--- src/rtl/dot_product_sequencer.sv ---
`default_nettype none
// ============================================================================
// Module   : dot_product_sequencer
// Brief    : Upstream controller for an 8x8->16 multiply-accumulate unit.
//            Streams (x, w) pairs into the MAC, clears it per vector, and
//            captures the finished accumulator on a valid/ready result port.
// Revision : 1.0 - initial release
// ============================================================================
module dot_product_sequencer #(
  parameter int DATA_W  = 8,
  parameter int ACC_W   = 16,
  parameter int MAX_LEN = 64,
  parameter int CNT_W   = 7
) (
  input  logic              clk,
  input  logic              reset,
  input  logic              in_valid,
  output logic              in_ready,
  input  logic [DATA_W-1:0] in_x,
  input  logic [DATA_W-1:0] in_w,
  input  logic              in_last,
  output logic [DATA_W-1:0] mac_x,
  output logic [DATA_W-1:0] mac_w,
  output logic              mac_enable,
  output logic              mac_clear,
  input  logic [ACC_W-1:0]  mac_acc,
  output logic              res_valid,
  input  logic              res_ready,
  output logic [ACC_W-1:0]  res_data,
  output logic [CNT_W-1:0]  res_count,
  output logic              res_trunc,
  output logic              busy
);

  typedef enum logic [1:0] {
    CLEAR  = 2'd0,
    STREAM = 2'd1,
    DRAIN  = 2'd2,
    HOLD   = 2'd3
  } state_t;

  // The counter compare is done one bit wider so counter+1 never wraps.
  localparam logic [CNT_W:0] c_max_len = (CNT_W + 1)'(MAX_LEN);
  localparam logic [CNT_W:0] c_one     = (CNT_W + 1)'(1);

  state_t           r_state;
  state_t           w_next;
  logic [CNT_W-1:0] r_count;
  logic             r_trunc;
  logic             w_accept;
  logic             w_end;
  logic [CNT_W:0]   w_count_inc;

  assign w_accept    = (r_state == STREAM) && in_valid;
  assign w_count_inc = {1'b0, r_count} + c_one;
  // A vector ends on its marked last element or when it hits the length cap.
  assign w_end       = w_accept && (in_last || (w_count_inc == c_max_len));
  assign busy        = (r_state != CLEAR);

  // State register.
  always_ff @(posedge clk) begin
    if (reset) r_state <= CLEAR;
    else       r_state <= w_next;
  end

  // Next-state decode and the combinational MAC/input-handshake drive.
  always_comb begin
    w_next     = r_state;
    in_ready   = 1'b0;
    mac_x      = '0;
    mac_w      = '0;
    mac_enable = 1'b0;
    mac_clear  = 1'b0;
    case (r_state)
      CLEAR: begin
        mac_clear = 1'b1;
        w_next    = STREAM;
      end
      STREAM: begin
        in_ready   = 1'b1;
        mac_enable = in_valid;
        mac_x      = in_x;
        mac_w      = in_w;
        if (w_end) w_next = DRAIN;
      end
      DRAIN: begin
        w_next = HOLD;
      end
      HOLD: begin
        if (res_ready) w_next = CLEAR;
      end
      default: begin
        w_next = CLEAR;
      end
    endcase
  end

  // Element counter, truncation flag and the result register.
  always_ff @(posedge clk) begin
    if (reset) begin
      r_count   <= '0;
      r_trunc   <= 1'b0;
      res_valid <= 1'b0;
      res_data  <= '0;
      res_count <= '0;
      res_trunc <= 1'b0;
    end else begin
      case (r_state)
        CLEAR: begin
          r_count <= '0;
        end
        STREAM: begin
          if (w_accept) r_count <= w_count_inc[CNT_W-1:0];
          if (w_end)    r_trunc <= ~in_last;
        end
        DRAIN: begin
          // The MAC has absorbed the final product by this cycle.
          res_data  <= mac_acc;
          res_count <= r_count;
          res_trunc <= r_trunc;
          res_valid <= 1'b1;
        end
        HOLD: begin
          if (res_ready) res_valid <= 1'b0;
        end
        default: begin
          r_count <= '0;
        end
      endcase
    end
  end

endmodule
`default_nettype wire

--- config.mk ---
export PLATFORM = sky130hd
export DESIGN_NAME = dot_product_sequencer
export DESIGN_NICKNAME = d
export VERILOG_FILES = /design/src/rtl/dot_product_sequencer.sv
export SDC_FILE = /design/constraint.sdc
export NUM_CORES = 1
export LEC_CHECK = 0
export ABC_AREA = 1
export BUFFER_PORTS_ARGS = -buffer_cell sky130_fd_sc_hd__buf_2
export CORE_ASPECT_RATIO = 1.5
export CORE_UTILIZATION = 40
export DETAILED_ROUTE_END_ITERATION = 12
export PLACE_DENSITY = 0.84
export SLEW_MARGIN = 5
export SYNTH_ARGS = -nofsm -noshare
export SYNTH_HDL_FRONTEND = slang
export SYNTH_SLANG_ARGS = --single-unit
--- constraint.sdc ---
create_clock -name clk -period 1.3 [get_ports clk]
set_input_delay 0.065 -clock clk [delete_from_list [all_inputs] [get_ports clk]]
set_output_delay 0.065 -clock clk [all_outputs]
set_load 0.1 [all_outputs]
==> results.toml <==
[clock_tree]
cts-buffers-inserted = 5
h-tree-depth = 2
tritoncts = "built"
cts_root_buf = "clkbuf_8"
clkTransAtPathRegs_ps = 80
clockBufferDepth = 2
clk-insertion-delay-late_ps = 300
cts_sinks = 35

[timing]
hold_viol = 0
fin_crit_ps = 1595
rsz0062_at_grt = "yes"
skew_ps = 5.191
worst_slew_pin_slew_ps = 496.9
report.final.slew_viol_count = 0
maxSlewHeadroom_pct = 67.10
clock.fmax_mhz = 627.1
setup_viol = 30
fin_crit_sh_pct = 122.7
setup_slack_ps = -294.8

[flow_run]
maxCapViolations = 0

[layout]
drive_above_1_share_pct = 54.00
area_growth_pct = 95.91
diodes = 0
finalNetCount = 391
fillers = 190
design_area_mm2 = 0.003115
utilization_pct = 83.08
fin_cells = 393

[worst_setup_path]
cp_cell_sequence = "buf_4 -> nand3_4 -> nor2_2 -> nand2_1 -> nand2_1 -> nor2_1 -> nand2_2 -> nand2_4 -> a21oi_1 -> nor2_1"
r2r_setup_slack_ps = -290
end_kind = "flop"
crit_buf_inv = 1
r2r-end = "r_state[1]"
rr_startpoint = "r_count[0]"
crit_required_ps = 1490
crit_family = "simple AND/OR/NAND/NOR gates"
cp.arrival_ps = 1780
crit_path_start_kind = "flop"
worst_path_largest_cell_delay_ps = 360
path_class = "reg -> reg"
cp_max_fo = 5
reg2reg_depth = 10
slowest_stage = "dfxtp_2"

[min_path]
hold_start = "mac_acc[12]"
hold_path_depth = 3
min_path_type = "in -> reg"
hold_end = "res_data[12]"

[route]
routed_wl_um = 6616
dr.max_layer_used = "met4"
dr.pass1.iters = 5
route.met3.wl_um = 414
routed-via-count = 2114
ant_nets = 0
met2_length_um = 3654
drt_iter0_drc = 123
post_drt_wl_per_cell_um = 16.83
drcViolationCount = 0
met1_length_um = 2248
viasPerCell = 5.379

[logic_synthesis]
netlist_area_mm2 = 0.001590
syn_inst = 236
yosysUniqueCellTypes = 18
syn_nets = 278
synth_area_leader_cell = "dfxtp_1"
synth.area.top_cells = "dfxtp_1 (44%), nand2_1 (12%), nor2_1 (11%), o21ai_0 (8.8%), inv_1 (7.8%)"
ys_seq_area_share_pct = 44.06
syn_area_per_cell_um2 = 6.738
synth-seq-cells = 35
yosysWarnings = 0
yosysTopAreaCellShare_pct = 44.06

[grt]
grt_pass1_wl_um = 8438
grt_usage_pct = 27.60
grt_pass1_vias = 1958
antenna_found_initial = 0
grt_start_max_net_pins = 13
grt_overflow = 0

[outcome]
violations = "setup timing"
status = "finished, violations left"

[placement]
place_inst = 367
numPortBuffers = 81
placed_area_mm2 = 0.002524
dpl.hpwl_um = 3414
place_congestion = 0.8527

[die]
start_util_pct = 42.41
io-pin-count = 82
rows = 27
core_mm2 = 0.003750
die_x_um = 53.48
die_area_mm2 = 0.004237
die_y_um = 79.23
==> cell type report <==
| type | instances | area (µm²) | share of cell area [%] |
|---|---|---|---|
| repair buffers | 116 | 1049 | 33.65 |
| multi-input cells | 156 | 957.2 | 30.72 |
| flip-flops and latches | 35 | 710.7 | 22.81 |
| inverters | 35 | 209.0 | 6.707 |
| clock buffers | 5 | 68.82 | 2.209 |
| clock inverters | 3 | 67.56 | 2.169 |
| well taps | 43 | 53.80 | 1.727 |
==> timing repair <==
action	4_1_cts	5_1_grt
pin swaps	5	8
buffers inserted	6	3
hold buffers	8	0
resized for setup	43	39
gates cloned	0	1
endpoints found under the hold margin	8	0
endpoints found under the setup margin	25	54
==> how the worst max path moves through the flow <==
| stage | startpoint | endpoint | slack [ps] | cells past startpoint |
|---|---|---|---|---|
| 2_1_floorplan | r_state[1] | r_state[0] | -290 | 12 |
| 3_3_place_gp | r_count[0] | r_state[1] | -60 | 12 |
| 3_5_place_dp | r_count[0] | r_state[1] | -120 | 12 |
| 4_1_cts | r_state[1] | mac_x[1] | -150 | 6 |
| 5_1_grt | r_count[0] | r_state[1] | -390 | 10 |
| 6_report | r_count[0] | r_state[1] | -290 | 10 |
==> worst min-delay path: cells and delay by family <==
family | cells | cell delay (ps)
buffers and inverters | 1 | 70
AND/OR/NAND/NOR | 2 | 130
==> sequential cells by signal, indices dropped and copies added, names as in the netlist <==
signal     count
res_data      16
r_count        7
res_count      7
r_state        2
r_trunc        1
res_trunc      1
res_valid      1
==> layer usage <==
layer | vias to the layer above | GRT usage [%]
li1 | 957 | -
met1 | 987 | 27.82
met2 | 139 | 50.88
met3 | 31 | 5.747
met4 | 0 | 12.89
met5 | - | 0
==> synth_stat cells <==
cell,instances
o21ai_0,28
nand3_1,5
nand4_1,2
nand2_1,49
ha_1,5
nor3_1,1
nand3_2,1
dfxtp_1,35
buf_1,1
nor2_1,45
buf_4,2
a21oi_1,17
clkinv_1,2
nand2_2,2
nor2_2,1
clkbuf_1,6
inv_1,33
clkbuf_2,1
==> cells in the final DEF (no fill, tap or decap), types with 2 or more instances in the layout <==
cell type	n
ha_4	3
nand2_1	23
inv_4	2
nand2_4	16
buf_6	4
o21ai_0	26
dlygate4sd3_1	8
buf_2	61
dfxtp_2	5
dfxtp_1	29
nand4_1	2
clkbuf_8	5
buf_12	21
nor2_2	3
bufinv_16	2
buf_4	19
inv_2	4
buf_8	2
inv_1	11
nand3_2	4
clkinvlp_4	17
nand2_2	12
o21ai_1	2
nor2_1	42
a21oi_1	15
==> per-stage QoR <==
step | setup TNS [ps] | setup WS, ps | hold slack (ps)
CTS | -2527 | -145.9 | 2.831
finish | -3763 | -294.8 | 7.347
global route | -6043 | -393.0 | 7.785
floorplan | -5222 | -292.3 | 134.1
global placement | -117.5 | -58.89 | 284.5
detailed placement | -230.7 | -116.5 | 294.7
==> cells by family (layout without fill, tap and decap cells) <==
group / Yosys count / in the layout / synth area share (%)
compound gates: 45 / 45 / 14.16
flops: 35 / 35 / 44.06
fa+ha+maj: 5 / 5 / 3.934
buf+inv: 45 / 159 / 11.17
simple gates: 106 / 106 / 26.67
Power is left out: the tool's default activity adds up to more than one toggle a clock period on the data nets, which glitch-free logic cannot reach.
